File: src/rtl/rv_decode_stage.sv
// rtl/rv_decode_stage.sv - RV32I decode stage with main+skid output buffer
module rv_decode_stage #(
    parameter int XLEN = 32,
    parameter int PC_W = 32
) (
    input  logic            clk,
    input  logic            rst_n,
    input  logic            flush,
    input  logic            in_valid,
    output logic            in_ready,
    input  logic [31:0]     in_instr,
    input  logic [PC_W-1:0] in_pc,
    output logic            out_valid,
    input  logic            out_ready,
    output logic [PC_W-1:0] out_pc,
    output logic [6:0]      out_opcode,
    output logic [4:0]      out_rd,
    output logic [4:0]      out_rs1,
    output logic [4:0]      out_rs2,
    output logic [2:0]      out_funct3,
    output logic [6:0]      out_funct7,
    output logic [XLEN-1:0] out_imm,
    output logic [2:0]      out_fmt,
    output logic            out_rd_we,
    output logic            out_rs1_used,
    output logic            out_rs2_used,
    output logic            out_illegal
);

    localparam logic [6:0] OPC_OP     = 7'b0110011;
    localparam logic [6:0] OPC_OP_IMM = 7'b0010011;
    localparam logic [6:0] OPC_LOAD   = 7'b0000011;
    localparam logic [6:0] OPC_JALR   = 7'b1100111;
    localparam logic [6:0] OPC_SYSTEM = 7'b1110011;
    localparam logic [6:0] OPC_FENCE  = 7'b0001111;
    localparam logic [6:0] OPC_STORE  = 7'b0100011;
    localparam logic [6:0] OPC_BRANCH = 7'b1100011;
    localparam logic [6:0] OPC_LUI    = 7'b0110111;
    localparam logic [6:0] OPC_AUIPC  = 7'b0010111;
    localparam logic [6:0] OPC_JAL    = 7'b1101111;

    localparam logic [2:0] FMT_R   = 3'd0;
    localparam logic [2:0] FMT_I   = 3'd1;
    localparam logic [2:0] FMT_S   = 3'd2;
    localparam logic [2:0] FMT_B   = 3'd3;
    localparam logic [2:0] FMT_U   = 3'd4;
    localparam logic [2:0] FMT_J   = 3'd5;
    localparam logic [2:0] FMT_ILL = 3'd7;

    typedef struct packed {
        logic [PC_W-1:0] pc;
        logic [6:0]      opcode;
        logic [4:0]      rd;
        logic [4:0]      rs1;
        logic [4:0]      rs2;
        logic [2:0]      funct3;
        logic [6:0]      funct7;
        logic [XLEN-1:0] imm;
        logic [2:0]      fmt;
        logic            rd_we;
        logic            rs1_used;
        logic            rs2_used;
        logic            illegal;
    } bundle_t;

    bundle_t            dec;
    bundle_t            main_q, main_d;
    bundle_t            skid_q, skid_d;
    logic               main_valid_q, main_valid_d;
    logic               skid_valid_q, skid_valid_d;
    logic [2:0]         fmt_raw;
    logic               bad_funct;
    logic               shift_imm;
    logic signed [31:0] imm32;
    logic [6:0]         opc;
    logic [2:0]         f3;
    logic [6:0]         f7;
    logic               accept;

    assign opc       = in_instr[6:0];
    assign f3        = in_instr[14:12];
    assign f7        = in_instr[31:25];
    assign shift_imm = (opc == OPC_OP_IMM) && (f3 == 3'b001 || f3 == 3'b101);

    always_comb begin
        fmt_raw   = FMT_ILL;
        bad_funct = 1'b0;
        imm32     = '0;
        unique case (opc)
            OPC_OP:                                       fmt_raw = FMT_R;
            OPC_OP_IMM, OPC_LOAD, OPC_JALR, OPC_SYSTEM,
            OPC_FENCE:                                    fmt_raw = FMT_I;
            OPC_STORE:                                    fmt_raw = FMT_S;
            OPC_BRANCH:                                   fmt_raw = FMT_B;
            OPC_LUI, OPC_AUIPC:                           fmt_raw = FMT_U;
            OPC_JAL:                                      fmt_raw = FMT_J;
            default:                                      fmt_raw = FMT_ILL;
        endcase

        if (opc == OPC_OP) begin
            if (f7 != 7'b0000000 && f7 != 7'b0100000)
                bad_funct = 1'b1;
            if (f7 == 7'b0100000 && f3 != 3'b000 && f3 != 3'b101)
                bad_funct = 1'b1;
        end
        if (opc == OPC_OP_IMM && f3 == 3'b001 && f7 != 7'b0000000)
            bad_funct = 1'b1;
        if (opc == OPC_OP_IMM && f3 == 3'b101 && f7 != 7'b0000000 && f7 != 7'b0100000)
            bad_funct = 1'b1;

        case (fmt_raw)
            FMT_I:   imm32 = {{20{in_instr[31]}}, in_instr[31:20]};
            FMT_S:   imm32 = {{20{in_instr[31]}}, in_instr[31:25], in_instr[11:7]};
            FMT_B:   imm32 = {{20{in_instr[31]}}, in_instr[7], in_instr[30:25],
                              in_instr[11:8], 1'b0};
            FMT_U:   imm32 = {in_instr[31:12], 12'b0};
            FMT_J:   imm32 = {{12{in_instr[31]}}, in_instr[19:12], in_instr[20],
                              in_instr[30:21], 1'b0};
            default: imm32 = '0;
        endcase
    end

    // Every field is assigned on every path, so an illegal word leaves nothing stale.
    always_comb begin
        dec        = '0;
        dec.pc     = in_pc;
        dec.opcode = opc;
        if (fmt_raw == FMT_ILL || bad_funct) begin
            dec.fmt     = FMT_ILL;
            dec.illegal = 1'b1;
        end else begin
            dec.fmt      = fmt_raw;
            dec.imm      = XLEN'(imm32);
            dec.rs1_used = (fmt_raw == FMT_R) || (fmt_raw == FMT_I) ||
                           (fmt_raw == FMT_S) || (fmt_raw == FMT_B);
            dec.rs2_used = (fmt_raw == FMT_R) || (fmt_raw == FMT_S) || (fmt_raw == FMT_B);
            if (dec.rs1_used) begin
                dec.rs1    = in_instr[19:15];
                dec.funct3 = f3;
            end
            if (dec.rs2_used)
                dec.rs2 = in_instr[24:20];
            if (fmt_raw == FMT_R || fmt_raw == FMT_I || fmt_raw == FMT_U || fmt_raw == FMT_J) begin
                dec.rd    = in_instr[11:7];
                dec.rd_we = (in_instr[11:7] != 5'd0);
            end
            if (fmt_raw == FMT_R || shift_imm)
                dec.funct7 = f7;
        end
    end

    assign accept = in_valid && !skid_valid_q;

    // Skid is only ever occupied while main is, so an empty main implies an empty skid.
    always_comb begin
        main_d       = main_q;
        skid_d       = skid_q;
        main_valid_d = main_valid_q;
        skid_valid_d = skid_valid_q;
        if (flush) begin
            main_valid_d = 1'b0;
            skid_valid_d = 1'b0;
        end else if (!main_valid_q || out_ready) begin
            if (skid_valid_q) begin
                main_d       = skid_q;
                main_valid_d = 1'b1;
                skid_valid_d = 1'b0;
            end else if (accept) begin
                main_d       = dec;
                main_valid_d = 1'b1;
            end else begin
                main_valid_d = 1'b0;
            end
        end else if (accept) begin
            skid_d       = dec;
            skid_valid_d = 1'b1;
        end
    end

    always_ff @(posedge clk or negedge rst_n) begin
        if (!rst_n) begin
            main_q       <= '0;
            skid_q       <= '0;
            main_valid_q <= 1'b0;
            skid_valid_q <= 1'b0;
        end else begin
            main_q       <= main_d;
            skid_q       <= skid_d;
            main_valid_q <= main_valid_d;
            skid_valid_q <= skid_valid_d;
        end
    end

    assign in_ready     = !skid_valid_q;
    assign out_valid    = main_valid_q;
    assign out_pc       = main_q.pc;
    assign out_opcode   = main_q.opcode;
    assign out_rd       = main_q.rd;
    assign out_rs1      = main_q.rs1;
    assign out_rs2      = main_q.rs2;
    assign out_funct3   = main_q.funct3;
    assign out_funct7   = main_q.funct7;
    assign out_imm      = main_q.imm;
    assign out_fmt      = main_q.fmt;
    assign out_rd_we    = main_q.rd_we;
    assign out_rs1_used = main_q.rs1_used;
    assign out_rs2_used = main_q.rs2_used;
    assign out_illegal  = main_q.illegal;

endmodule

File: config.mk
export PLATFORM = sky130hd
export DESIGN_NAME = rv_decode_stage
export DESIGN_NICKNAME = d
export VERILOG_FILES = /design/src/rtl/rv_decode_stage.sv
export SDC_FILE = /design/constraint.sdc
export NUM_CORES = 1
export LEC_CHECK = 0
export BUFFER_PORTS_ARGS = -buffer_cell sky130_fd_sc_hd__buf_2
export CAP_MARGIN = 20
export CELL_PAD_IN_SITES_DETAIL_PLACEMENT = 1
export CELL_PAD_IN_SITES_GLOBAL_PLACEMENT = 1
export CORE_UTILIZATION = 45
export CTS_BUF_LIST = sky130_fd_sc_hd__clkbuf_8
export CTS_CLUSTER_SIZE = 14
export DETAILED_ROUTE_END_ITERATION = 8
export PLACE_DENSITY = 0.83
export REMOVE_ABC_BUFFERS = 1
export SYNTH_ARGS = -nofsm -noshare
export SYNTH_HDL_FRONTEND = slang
export SYNTH_SLANG_ARGS = --single-unit
File: constraint.sdc
create_clock -name clk -period 4.3 [get_ports clk]
set_input_delay 1.29 -clock clk [delete_from_list [all_inputs] [get_ports clk]]
set_output_delay 1.29 -clock clk [all_outputs]
set_load 0.02 [all_outputs]
# Word-level counts from Yosys, hierarchy flattened
# Index checks and enable logic that the tools add are counted.
[classes] addsub=0 mul=0 n_div=0 order_cmp=0 eq_ne=22 shift=0 mux=26 bitwise_logic=2 reduce_logical=34
[ops] operator="two-way mux 103 bit" count=2
[ops] operator="one-hot mux 32 bit (5 select lines)" count=1
[ops] operator="two-way mux 57 bit" count=1
[ops] operator="== test 7 x 6 -> 1 bit (second input constant)" count=4
[ops] operator="== test 7 bit (second input constant)" count=4
[ops] operator="one-hot mux 3 bit (6 select lines)" count=1
[ops] operator="two-way mux 5 bit" count=3
[ops] operator="== test 7 x 5 -> 1 bit (second input constant)" count=2
[ops] operator="two-way mux 1 bit" count=14
[ops] operator="== test 3 bit (second input constant)" count=4
[ops] operator="logical OR 1 bit" count=11
[ops] operator="logical AND 1 bit" count=10
[ops] operator="two-way mux 3 bit" count=3
[ops] operator="== test 7 x 2 -> 1 bit (second input constant)" count=1
[ops] operator="== test 7 x 4 -> 1 bit (second input constant)" count=1
[ops] operator="two-way mux 7 bit" count=1
[ops] operator="inequality test 7 x 6 -> 1 bit (second input constant)" count=1
[ops] operator="nonzero test 7 bit" count=1
[ops] operator="== test 3 x 1 -> 1 bit (second input constant)" count=2
[ops] operator="== test 3 x 2 -> 1 bit (second input constant)" count=2
[ops] operator="AND reduction 3 bit" count=2
[ops] operator="nonzero test 3 bit" count=2
[ops] operator="nonzero test 5 bit" count=1
[ops] operator="OR reduction 5 bit" count=1
[ops] operator="other kinds (6)" count=9
[word_totals] regBits=208 latchBits=0 ram_bits=0 romBits=0 input_bits=69 out_inout_bits=105 word_cells=112 memories=0

# Logic depth before layout (Yosys ltp)
[logic_depth] word_depth=11 ltp_mapped=12 ltp_nobuf=9

# Worst setup path before layout
# OpenSTA, ideal clock, no wires.
[synth_timing] path_type="input to register" from="input in_instr[3]" to="register main_q (netlist bit out_imm[21])" setup_ns=0.064 arrival_ns=3.655 t_required_ns=4.236 path_slack_ns=0.580 cell_stages=11 n_path_buf=2 path_cell_list="buf_2 -> or3b_1 -> a21oi_4 -> inv_2 -> ha_1 -> o21ai_2 -> nand2_2 -> a2111oi_4 -> and3_1 -> buf_4 -> a211o_1"
[synth_via] elab_chain_cells=9 word_cells_on_any_way=33 cone_classes="eq/ne (17); mux (8); reduce/logical (8)"
[synth_rtl] item="from (decl)" line_no="11" source="input logic [31:0] in_instr,"
[synth_rtl] item="branches (longest 6 deep; another with one-hot mux 32 bit (5 select lines))"
[synth_rtl] item="two-way mux 57 bit *" line_no="128" source="if (fmt_raw == FMT_ILL || bad_funct) begin"
[synth_rtl] item="two-way mux 103 bit *" line_no="168" source="end else if (accept) begin"
[synth_rtl] item="two-way mux 103 bit *" line_no="164" source="if (skid_valid_q) begin"
[synth_rtl] item="to (signal assigned)" line_no="187" source="main_q <= main_d;"
[synth_rtl] item="to (decl)" line_no="67" source="bundle_t main_q, main_d;"
# Every way passes the cells marked *. The select of a mux whose other input is x is not followed.
# A chain may end at the register's enable or synchronous reset.

# Worst setup path after layout
[layout_timing] from="input in_instr[3]" to="register main_q (netlist bit out_imm[30])"
# The elaborated chain is that of the path after synthesis.

==> results.md <==
* Vias in the first global route at 7743
* Pwr/cell area at 429 nW/um2
* CTS resizes at 0
* Initial antenna violation count at 2
* Number of flops mapped to enable cells by yosys at 0
* Initial Util at 46.4%
* Register area share after synthesis at 56.8%
* Final worst path period need at 3.30 ns
* Hold Vio Cnt, Final at 0
* RR Startpoint: skid_valid_q
* Routability Congestion at 0.858
* Largest net degree at the start of global routing at 93
* Total CTS buffers at 36
* Final period util at 76.7%
* Die Area at 20900 um2
* Final setup violation count at 0
* Worst path max stage delay at 0.54 ns
* DR vias at 7446
* R2R Path End: out_imm[30]
* WL final at 25800 um
* Max frequency at 303 MHz
* Hold-fix buffers, CTS at 0
* CTS Sinks at 208
* Crit path max fanout at 11
* Startpoint types: input port
* Warnings from Yosys at 0
* GR Overflow Total at 0
* Layout cell share with drive strength beyond 1 at 26.8%
* Rows at 51
* Post-route ant nets at 0
* Clock transition at path regs at 0.06 ns
* Crit-path cells: buf_2, or3b_1, a21oi_4, inv_2, ha_1, o21ai_2, nand2_2, a2111oi_4, and3_1, a211o_1
* First-pass GRT wire length at 42000 um
* Chip width at 145 um
* VDD IR-drop max at 0.000227 V
* #FFs+latches synth at 208
* CTS tree: yes
* Boundary Pins at 174
* Core Region at 19700 um2
* Area growth syn-to-layout at 20.6%
* HPWL after DPL at 16700 um
* Final core utilization at 56.0%
* Number of H-tree levels at 2
* Setup slack, reg-to-reg at 1.35 ns
* Slowest-stage cell, CP: and3_1
* Number of DRC markers in iteration 0 at 444
* Pleak at 5.78 nW
* Setup ws final at 1.00 ns
* Avg Cell Area, Syn at 10.8 um2
* Via density at 5.69
* Relative slew slack at 37.5%
* Primary FF master, synth: dfrtp_1
* Skew final at 0.0111 ns
* Worst Setup Path Type: in -> reg
* Crit path capture type: flip-flop
* DRC errors left at 0
* Place WS at 0.313 ns
* Pre-Repair DR Iteration Count at 4
* Worst slew pin tran at 0.938 ns
* Outcome: finished clean
* Synth Cell Area at 9160 um2
* Worst skew pair latency at 0.51 ns
* Post-DR wirelength/cell at 19.7 um
* R2R depth at 5
* CTS Buffer Depth at 3
* Worst Hold Class: reg -> reg
* CP Launch Point: in_instr[3]
* Max cap viols at 0
* Slew Viols, Final at 0
* WHS Path Cells at 2
* GRT Total Usage at 25.9%
* Root Driver: clkbuf_8
* Postcts setup bufs at 0
* Worst Path Required at 4.75 ns
* Post-Synthesis Cells at 849
* RSZ-0062 raised after global routing: false
* Arr. time, crit path at 3.75 ns
* Count of cell types in the netlist at 63
* Min-delay src: out_pc[1]
* Fin nets at 1087
* # port buffers at 173
* Post-synthesis async set-or-reset flop share at 100%
* Die Span Y at 145 um
* End of the worst hold path: out_pc[1]
-- metal layers --
layer | vias to the layer above | routed length, um | track usage (%)
li1 | 3409 | - | -
met1 | 3767 | 11400 | 35.0
met2 | 226 | 12500 | 42.6
met3 | 44 | 1330 | 4.38
met4 | 0 | 548 | 7.98
met5 | - | 0 | 0
-- per-stage QoR --
| stage | cell area [um2] | power, mW | setup TNS [ns] | hold slack [ns] | instances |
|---|---|---|---|---|---|
| 2_1_floorplan | 8900 | 2.63 | -52.60 | 0.442 | 788 |
| 3_3_place_gp | 10300 | 2.90 | 0 | 0.452 | 1243 |
| 3_5_place_dp | 10300 | 2.93 | 0 | 0.461 | 1243 |
| 4_1_cts | 11000 | 4.79 | 0 | 0.475 | 1306 |
| 5_1_grt | 11000 | 4.96 | 0 | 0.489 | 1309 |
| 6_report | 11000 | 4.74 | 0 | 0.469 | 1309 |
-- registers in the layout (all words and copies together) (netlist names) --
register	cells
skid_q	103
out_opcode	7
out_rs1_used	1
out_rs2_used	1
out_imm	32
out_pc	32
skid_valid_q	1
out_funct7	7
out_rs2	5
out_funct3	3
out_rd_we	1
out_rs1	5
out_rd	5
out_valid	1
out_illegal	1
out_fmt	3
-- cells in the final DEF (no fill, tap or decap), drive strengths merged, types with 28 or more instances in the layout --
master    n
a21oi    28
a221o    54
a22o     45
and3     49
buf     190
clkbuf   52
dfrtp   208
mux2i    40
nand2   177
nor2     43
o21ai    53
-- critical path, delay by kind of cell --
kind	cells	cell delay [ns]
compound gates	4	0.90
simple gates	3	1.12
buf+inv	2	0.23
fa+ha+maj	1	0.21
-- how the worst max path moves through the flow --
| stage | endpoint | slack, ns | depth (start not counted) |
|---|---|---|---|
| 2_1_floorplan | out_imm[20] | -1.25 | 5 |
| 3_3_place_gp | skid_q[29] | 0.45 | 9 |
| 3_5_place_dp | skid_q[34] | 0.31 | 9 |
| 4_1_cts | skid_q[34] | 0.85 | 9 |
| 5_1_grt | out_imm[23] | 0.87 | 10 |
| 6_report | out_imm[30] | 1.00 | 10 |
-- where the power goes --
part	internal (mW)	switching [mW]
clock network	1.05	0.799
logic	0.219	0.413
registers	2.15	0.109
total	3.42	1.32
-- final cells by class --
| cell class | instances | area, um2 |
|---|---|---|
| repair buffers | 191 | 1030 |
| flip-flops and latches | 208 | 5210 |
| multi-input cells | 576 | 3700 |
| fillers | 2189 | 8680 |
| inverters | 4 | 15.0 |
| clock inverters | 12 | 50.0 |
| diodes | 2 | 5.00 |
| clock buffers | 51 | 702 |
| well taps | 265 | 332 |
-- synth_stat cells, types with 10 or more instances --
cell type / instances / area (um2)
dfrtp_1: 208 / 5200
nand2_1: 175 / 657
a221o_1: 54 / 541
o21ai_0: 50 / 250
and3_1: 49 / 307
clkbuf_1: 47 / 176
a22o_1: 45 / 394
mux2i_1: 40 / 400
nor2_1: 38 / 143
a21oi_1: 26 / 130
a211o_1: 13 / 114
a21o_1: 11 / 82.6
nand3_1: 10 / 50.1
-- logic make-up (layout without fill, tap and decap cells) --
family / after synthesis / count (layout) / synth area share (%)
AND/OR/NAND/NOR: 314 / 314 / 16.6
AO/OA/AOI/OAI: 218 / 218 / 18.7
flip-flops: 208 / 208 / 56.8
buffers and inverters: 65 / 258 / 3.02
multiplexers: 41 / 41 / 4.50
XOR/XNOR: 2 / 2 / 0.191
adder cells (fa/ha/maj): 1 / 1 / 0.137
other: 0 / 2 / 0
Power figures use the tool's default switching activity.
